==> config.mk <==
export PLATFORM = sky130hd
export DESIGN_NAME = vend_ctrl
export DESIGN_NICKNAME = d
export VERILOG_FILES = /design/src/rtl/vend_ctrl.sv
export SDC_FILE = /design/constraint.sdc
export NUM_CORES = 1
export LEC_CHECK = 0
export ABC_AREA = 1
export CAP_MARGIN = 20
export CELL_PAD_IN_SITES_DETAIL_PLACEMENT = 0
export CELL_PAD_IN_SITES_GLOBAL_PLACEMENT = 1
export CORE_AREA = 3 3 86 88
export DETAILED_ROUTE_END_ITERATION = 7
export DIE_AREA = 0 0 89 91
export GPL_TIMING_DRIVEN = 0
export PLACE_DENSITY_LB_ADDON = 0.2
export SYNTH_ARGS = -nofsm -noshare
export SYNTH_HDL_FRONTEND = slang
export SYNTH_SLANG_ARGS = --single-unit
==> constraint.sdc <==
create_clock -name clk -period 2.6 [get_ports clk]
set_clock_uncertainty 0.2 [all_clocks]
set_input_delay 0.52 -clock clk [delete_from_list [all_inputs] [get_ports clk]]
set_output_delay 0.52 -clock clk [all_outputs]
set_load 0.05 [all_outputs]
==> src/rtl/vend_ctrl.sv <==
// Vending transaction controller: select, credit check, timed dispense, change/refund payout.
// Optional `VEND_TIMEOUT_EN` adds an inactivity timer that refunds like a cancel.
module vend_ctrl #(
    parameter logic [11:0] PRICE1         = 12'd15,
    parameter logic [11:0] PRICE2         = 12'd25,
    parameter logic [11:0] PRICE3         = 12'd50,
    parameter logic [11:0] PRICE4         = 12'd100,
    parameter int          VEND_CYCLES    = 8,
    parameter int          TIMEOUT_CYCLES = 1000
) (
    input  logic        clk,
    input  logic        rst,
    input  logic [11:0] currency,
    input  logic [3:0]  goods_sel,
    input  logic        confirm,
    input  logic        cancel,
    output logic [3:0]  vend_led,
    output logic        short_led,
    output logic [11:0] change,
    output logic        change_valid,
    output logic        cash_clr,
    output logic        busy,
    output logic [2:0]  state
);

    typedef enum logic [2:0] {
        S_IDLE   = 3'd0,
        S_SEL    = 3'd1,
        S_VEND   = 3'd2,
        S_PAYOUT = 3'd3,
        S_REFUND = 3'd4
    } state_t;

    localparam int VCW = (VEND_CYCLES > 1) ? $clog2(VEND_CYCLES) : 1;

    state_t      state_q;
    logic [1:0]  item_q;
    logic [11:0] price_q;
    logic [11:0] pend_q;
    logic [11:0] change_q;
    logic        change_valid_q;
    logic        cash_clr_q;
    logic [3:0]  vend_led_q;
    logic [VCW-1:0] vcnt_q;

    logic        sel_hot;
    logic [1:0]  sel_idx;
    logic [11:0] sel_price;
    logic        abort;

    always_comb begin
        sel_hot   = 1'b1;
        sel_idx   = 2'd0;
        sel_price = PRICE1;
        case (goods_sel)
            4'b0001: begin sel_idx = 2'd0; sel_price = PRICE1; end
            4'b0010: begin sel_idx = 2'd1; sel_price = PRICE2; end
            4'b0100: begin sel_idx = 2'd2; sel_price = PRICE3; end
            4'b1000: begin sel_idx = 2'd3; sel_price = PRICE4; end
            default: sel_hot = 1'b0;
        endcase
    end

`ifdef VEND_TIMEOUT_EN
    logic [15:0] to_cnt_q;
    logic [11:0] cur_q;
    logic        to_run, to_act, to_fire;

    assign to_run  = (state_q == S_SEL) || (state_q == S_IDLE && currency != 12'd0);
    assign to_act  = (|goods_sel) || confirm || cancel || (currency != cur_q);
    assign to_fire = to_run && !to_act && (to_cnt_q == 16'(TIMEOUT_CYCLES - 1));

    always_ff @(posedge clk) begin
        if (rst) begin
            to_cnt_q <= 16'd0;
            cur_q    <= 12'd0;
        end else begin
            cur_q    <= currency;
            to_cnt_q <= (!to_run || to_act) ? 16'd0 : to_cnt_q + 16'd1;
        end
    end

    assign abort = cancel || to_fire;
`else
    assign abort = cancel;
`endif

    always_ff @(posedge clk) begin
        if (rst) begin
            state_q        <= S_IDLE;
            item_q         <= 2'd0;
            price_q        <= 12'd0;
            pend_q         <= 12'd0;
            change_q       <= 12'd0;
            change_valid_q <= 1'b0;
            cash_clr_q     <= 1'b0;
            vend_led_q     <= 4'd0;
            vcnt_q         <= '0;
        end else begin
            change_valid_q <= 1'b0;
            cash_clr_q     <= 1'b0;
            case (state_q)
                S_IDLE: begin
                    if (abort && currency != 12'd0) begin
                        state_q        <= S_REFUND;
                        change_q       <= currency;
                        change_valid_q <= 1'b1;
                        cash_clr_q     <= 1'b1;
                    end else if (sel_hot) begin
                        state_q <= S_SEL;
                        item_q  <= sel_idx;
                        price_q <= sel_price;
                    end
                end
                S_SEL: begin
                    if (abort) begin
                        state_q        <= S_REFUND;
                        change_q       <= currency;
                        change_valid_q <= 1'b1;
                        cash_clr_q     <= 1'b1;
                    end else if (sel_hot) begin
                        item_q  <= sel_idx;
                        price_q <= sel_price;
                    end else if (confirm && currency >= price_q) begin
                        state_q    <= S_VEND;
                        pend_q     <= currency - price_q;
                        vend_led_q <= 4'b0001 << item_q;
                        vcnt_q     <= VCW'(VEND_CYCLES - 1);
                    end
                end
                S_VEND: begin
                    // Change is published only at PAYOUT so `change` keeps its old value until the strobe.
                    if (vcnt_q == '0) begin
                        state_q        <= S_PAYOUT;
                        vend_led_q     <= 4'd0;
                        change_q       <= pend_q;
                        change_valid_q <= 1'b1;
                        cash_clr_q     <= 1'b1;
                    end else begin
                        vcnt_q <= vcnt_q - 1'b1;
                    end
                end
                S_PAYOUT, S_REFUND: state_q <= S_IDLE;
                default:            state_q <= S_IDLE;
            endcase
        end
    end

    assign vend_led     = vend_led_q;
    assign short_led    = (state_q == S_SEL) && (currency < price_q);
    assign change       = change_q;
    assign change_valid = change_valid_q;
    assign cash_clr     = cash_clr_q;
    assign busy         = (state_q == S_VEND) || (state_q == S_PAYOUT) || (state_q == S_REFUND);
    assign state        = state_q;

endmodule

# Word level (Yosys, flattened, before mapping)
# Index checks and enable logic that the tools add are counted.
[classes] n_eq_ne=19 add_sub_neg=2 n_bitwise=2 shifts=1 reduce_logical=18 muxes=36 magnitude_cmp=2
[ops] operator="two-way mux 12 bit" n=6
[ops] operator="case mux 12 bit (3 select lines)" n=1
[ops] operator="two-way mux 3 bit" n=10
[ops] operator="case mux 12 bit (2 select lines)" n=1
[ops] operator="case mux 7 bit (3 select lines)" n=1
[ops] operator="two-way mux 4 bit" n=4
[ops] operator="inequality test 2 bit, second input constant" n=8
[ops] operator="greater-or-equal comparator 12 bit" n=1
[ops] operator="less-than comparator 12 bit" n=1
[ops] operator="AND reduction 4 bit" n=3
[ops] operator="nonzero test 12 bit" n=1
[ops] operator="subtractor 12 bit" n=1
[ops] operator="AND reduction 5 bit" n=2
[ops] operator="inequality test 3 bit, second input constant" n=3
[ops] operator="case mux 3 bit (3 select lines)" n=1
[ops] operator="case mux 4 bit (2 select lines)" n=1
[ops] operator="== test 3 x 2 -> 1 bit, second input constant" n=2
[ops] operator="zero test 3 bit" n=2
[ops] operator="two-way mux 2 bit" n=3
[ops] operator="case mux 2 bit (3 select lines)" n=1
[ops] operator="case mux 3 bit (2 select lines)" n=1
[ops] operator="== test 4 x 1 -> 1 bit, second input constant" n=1
[ops] operator="== test 4 x 2 -> 1 bit, second input constant" n=1
[ops] operator="== test 4 x 3 -> 1 bit, second input constant" n=1
[ops] operator="other kinds (15)" n=23
[totals] reg_bits=49 output_inout_bits=23 elab_cells=88

# Logic depth before layout (Yosys ltp)
[logic_depth] ltp_word=6 mapped_depth=13 mapped_depth_nobuf=13

# Worst setup path after synthesis
# OpenSTA, ideal clock, no wires.
[synth_timing] kind="input-to-output" startpoint="input currency[0]" endpoint="output short_led" stages=8 required_ns=1.880 arrival_ns=2.362 n_path_buf=0 slack_ns=-0.482 cell_sequence="inv_1 > ha_1 > fa_1 > nand3b_1 > nand2_1 > nand2_1 > nand3_1 > nor3_1"
[synth_via] elab_chain_len=2
[synth_lines] element="start: declaration" line_no="13" text="input logic [11:0] currency,"
[synth_lines] element="less-than comparator 12 bit" line_no="150" text="assign short_led = (state_q == S_SEL) && (currency < price_q);"
[synth_lines] element="logical AND 1 bit" line_no="150"
[synth_lines] element="end: declaration" line_no="18" text="output logic short_led,"
# Every way passes these cells.

# Worst setup path after layout
# Ends and elaborated chain as after synthesis.

==> impl_metrics.json <==
{
  "detail-route-antenna-nets": 0,
  "clock_tree.root_cell": "sky130_fd_sc_hd__clkbuf_8",
  "instances_no_fill": 481,
  "area_growth_pct": 31.53,
  "numCtsBuffers": 5,
  "min_path_type": "reg2reg",
  "synth_simple_gate_area_share_pct": 31.17,
  "postSynthNetCount": 375,
  "status": "finished clean",
  "grt-ovfl-total": 0,
  "timing.hold.worst.start": "pend_q[3]",
  "worst_slew_margin_rel_pct": 64.98,
  "endpoint_kind": "output pin",
  "placed_cells_incl_taps": 466,
  "die_width_um": 89,
  "fillerInstances": 675,
  "cpPeakStageDelay_ns": 0.38,
  "synth_area_in_xor_xnor_pct": 3.246,
  "avgSynthCellArea_um2": 7.039,
  "cpMostUsedCell": "sky130_fd_sc_hd__nand2_2",
  "r2r_start": "price_q[3]",
  "worst_setup_hold_path_clk_slew_ns": 0.08,
  "wire_per_inst_um": 13.24,
  "quantity_of_i_o_buffers_inserted_on_ports": 41,
  "sequential_cell_area_um2": 844.6,
  "cts_buffer_depth": 2,
  "first_global_vias": 2177,
  "h-tree-depth": 2,
  "route.detailed.vias_per_inst": 4.805,
  "worst-path-max-fanout": 2,
  "synth_area_in_adders_pct": 5.461,
  "clk_latency_ns": 0.30,
  "total_track_usage_pct": 16.84,
  "startpoint_type": "input pin",
  "report.final.slew_viol_count": 0,
  "synth-seq-area-share_pct": 34.62,
  "synth_top_family_by_area": "simple AND/OR/NAND/NOR gates",
  "post-synth-top-area-cell": "sky130_fd_sc_hd__dfxtp_1",
  "synth-seq-cells": 42,
  "globalplace.congestion": 0.8178,
  "netlist_instances": 345,
  "power.density_cell_area_nw_per_um2": 528.2,
  "ys_types": 35,
  "tritoncts_clock_tree": "built",
  "hold_viol_final": 0,
  "floorplan.rows": 30,
  "max_cap_viol_count": 0,
  "grt_setup_unrepaired": "no",
  "finalWorstPathRequiredPeriod_ns": 2.536,
  "synth-compound-area-share_pct": 15.51,
  "whs_endpoint": "pend_q[3]",
  "path_class": "in2out",
  "placedInstanceArea_um2": 2950,
  "io-pin-count": 43,
  "clock_sinks": 42,
  "detail_route.iter0.violations": 133,
  "grt_antenna_before_repair": 0,
  "postLayoutCellArea_um2": 3194,
  "multi_input_comb_area_um2": 1458,
  "final_min_period_over_clock_period_pct": 97.53,
  "timing.hold.worst_path_depth": 2,
  "number_of_detailed_routing_iterations_run_before_antenna_repair": 4,
  "starting_utilization_of_the_core_area_pct": 36.15,
  "worst-endpoint-arrival_ns": 1.82,
  "pin_count_of_the_biggest_net_entering_global_routing": 14,
  "full_die_area_um2": 8099,
  "worst_path_max_delay_cell": "sky130_fd_sc_hd__fa_2",
  "timing.setup.tns_ns": 0,
  "grt_pass1_wl_mm": 10.61,
  "crit_start": "currency[0]",
  "via_count": 2311,
  "r2r_end": "pend_q[2]",
  "worst_ep_required_time_ns": 1.88,
  "irDropWorstVdd_mv": 0.2655,
  "yosys-top-cells-area": "sky130_fd_sc_hd__dfxtp_1 (35%), sky130_fd_sc_hd__nand2_1 (11%), sky130_fd_sc_hd__a21oi_1 (7.0%)",
  "ff2ff_path_depth": 11,
  "synth.mux.area_fraction_pct": 0,
  "design.core.area_um2": 6719,
  "regToRegSetupSlack_ns": 0.21,
  "totalWireLength_mm": 6.367,
  "dp_hpwl_mm": 4.784,
  "static-leakage-power_nw": 1.361,
  "synth-warning-count": 0,
  "n_antenna_cell": 0,
  "post-route-drc-count": 0,
  "timing.critical_path.cells": "clkbuf_2 -> inv_2 -> ha_4 -> fa_2 -> nand3b_1 -> nand2_2 -> nand2_2 -> nand3_4 -> nor3_4 -> buf_6",
  "maxClockFrequency_ghz": 0.3943,
  "utilization_pct": 47.54,
  "fp.dieH_um": 91,
  "hold_slack_ns": 0.2530,
  "layout_nets": 430,
  "synth_top_cell_area_share_pct": 34.62,
  "setup_violations": 0,
  "syn-cell-area_um2": 2429,
  "layout-drive-gt1-share_pct": 20.45,
  "worstMarginPinSlew_ns": 0.5253
}
-- registers in the layout (all words and copies together), names as in the netlist --
register and cells:
vend_led 4, state 3, vcnt_q 3, change 12
price_q 6, item_q 1, pend_q 12, cash_clr 1
-- cells by family after synthesis --
kind of cell | count (synthesis)
compound gates | 72
xor+xnor | 9
fa+ha+maj | 10
buf+inv | 54
flops | 42
simple gates | 158
-- cells in the final DEF, fill, tap and decap left out, types with 2 or more instances in the layout --
cell	synthesis	routed
sky130_fd_sc_hd__nand2_1	68	65
sky130_fd_sc_hd__nor2_1	39	39
sky130_fd_sc_hd__dfxtp_1	42	39
sky130_fd_sc_hd__a21oi_1	34	33
sky130_fd_sc_hd__inv_1	36	32
sky130_fd_sc_hd__clkdlybuf4s50_1	0	31
sky130_fd_sc_hd__o21ai_0	20	20
sky130_fd_sc_hd__o21ai_1	15	15
sky130_fd_sc_hd__nor2_2	14	14
sky130_fd_sc_hd__nand3_1	14	13
sky130_fd_sc_hd__inv_2	6	10
sky130_fd_sc_hd__xor2_1	8	8
sky130_fd_sc_hd__buf_4	1	8
sky130_fd_sc_hd__clkbuf_1	5	6
sky130_fd_sc_hd__ha_4	0	6
sky130_fd_sc_hd__clkbuf_2	0	6
sky130_fd_sc_hd__nand2_2	2	5
sky130_fd_sc_hd__clkbuf_8	0	5
sky130_fd_sc_hd__nor2_4	4	4
sky130_fd_sc_hd__nand4_1	4	4
sky130_fd_sc_hd__buf_6	2	3
sky130_fd_sc_hd__ha_1	9	3
sky130_fd_sc_hd__dfxtp_2	0	3
sky130_fd_sc_hd__nand3b_1	2	2
sky130_fd_sc_hd__nand3_4	1	2
sky130_fd_sc_hd__nor3_4	1	2
sky130_fd_sc_hd__nand3_2	2	2
sky130_fd_sc_hd__buf_2	2	2
sky130_fd_sc_hd__or2_2	2	2
sky130_fd_sc_hd__dlymetal6s2s_1	0	2
-- worst max-delay path: cells and delay by family --
family / cells / cell delay [ns]
fa+ha+maj: 2 / 0.54
buf+inv: 3 / 0.28
simple gates: 5 / 0.47
-- timing repair --
action	in CTS	in global routing
gates cloned	0	0
gates resized for setup	28	22
hold endpoints to repair	0	0
setup endpoints to repair	21	2
pin swaps	3	5
setup buffers	3	4
hold buffers	0	0
-- through the flow --
step | setup slack [ns] | power, W
finish | 0.06411 | 0.001687
global placement | -1.112 | 0.001140
global route | 0.01123 | 0.001780
CTS | 0.01215 | 0.001693
detailed placement | -1.106 | 0.001142
floorplan | 0.1054 | 0.001007
-- power breakdown --
group | total (W) | leakage, nW | switching [W] | internal (W)
clock | 0.000527 | 0.0514 | 0.000240 | 0.000287
sequential | 0.000701 | 0.344 | 0.0000220 | 0.000679
combinational | 0.000460 | 0.966 | 0.000283 | 0.000176
-- synthesized netlist by cell type --
master,count
sky130_fd_sc_hd__a21o_1,1
sky130_fd_sc_hd__a21oi_1,34
sky130_fd_sc_hd__and3_1,1
sky130_fd_sc_hd__buf_12,1
sky130_fd_sc_hd__buf_2,2
sky130_fd_sc_hd__buf_4,1
sky130_fd_sc_hd__buf_6,2
sky130_fd_sc_hd__clkbuf_1,5
sky130_fd_sc_hd__dfxtp_1,42
sky130_fd_sc_hd__fa_1,1
sky130_fd_sc_hd__ha_1,9
sky130_fd_sc_hd__inv_1,36
sky130_fd_sc_hd__inv_2,6
sky130_fd_sc_hd__inv_4,1
sky130_fd_sc_hd__nand2_1,68
sky130_fd_sc_hd__nand2_2,2
sky130_fd_sc_hd__nand2_4,1
sky130_fd_sc_hd__nand3_1,14
sky130_fd_sc_hd__nand3_2,2
sky130_fd_sc_hd__nand3_4,1
sky130_fd_sc_hd__nand3b_1,2
sky130_fd_sc_hd__nand4_1,4
sky130_fd_sc_hd__nor2_1,39
sky130_fd_sc_hd__nor2_2,14
sky130_fd_sc_hd__nor2_4,4
sky130_fd_sc_hd__nor3_1,2
sky130_fd_sc_hd__nor3_4,1
sky130_fd_sc_hd__o21ai_0,20
sky130_fd_sc_hd__o21ai_1,15
sky130_fd_sc_hd__o21ai_4,1
sky130_fd_sc_hd__o21bai_1,1
sky130_fd_sc_hd__or2_0,1
sky130_fd_sc_hd__or2_2,2
sky130_fd_sc_hd__xnor2_1,1
sky130_fd_sc_hd__xor2_1,8
-- worst max-delay path by stage --
stage                           end  slack [ns]  cells past startpoint
after floorplan           short_led        0.11                      8
after global placement    short_led       -1.11                     10
after detailed placement  short_led       -1.11                     10
after CTS                 short_led        0.01                     10
after global routing      short_led        0.01                     10
final                     short_led        0.06                     10
-- area by class of cell --
class / count / area share (%)
multi-input cells: 249 / 45.63
flip-flops and latches: 42 / 26.44
repair buffers: 48 / 13.75
inverters: 43 / 5.131
well taps: 80 / 3.134
plain buffers: 11 / 2.468
clock buffers: 6 / 2.272
clock inverters: 2 / 1.175
-- routing by layer --
layer | GRT usage (%) | wire length, um | up-vias
li1 | - | - | 1219
met1 | 24.65 | 3167 | 1046
met2 | 25.31 | 2910 | 37
met3 | 2.995 | 191 | 9
met4 | 4.467 | 97 | 0
met5 | 0 | 0 | -
No activity file was read; power rests on OpenSTA's default activity.
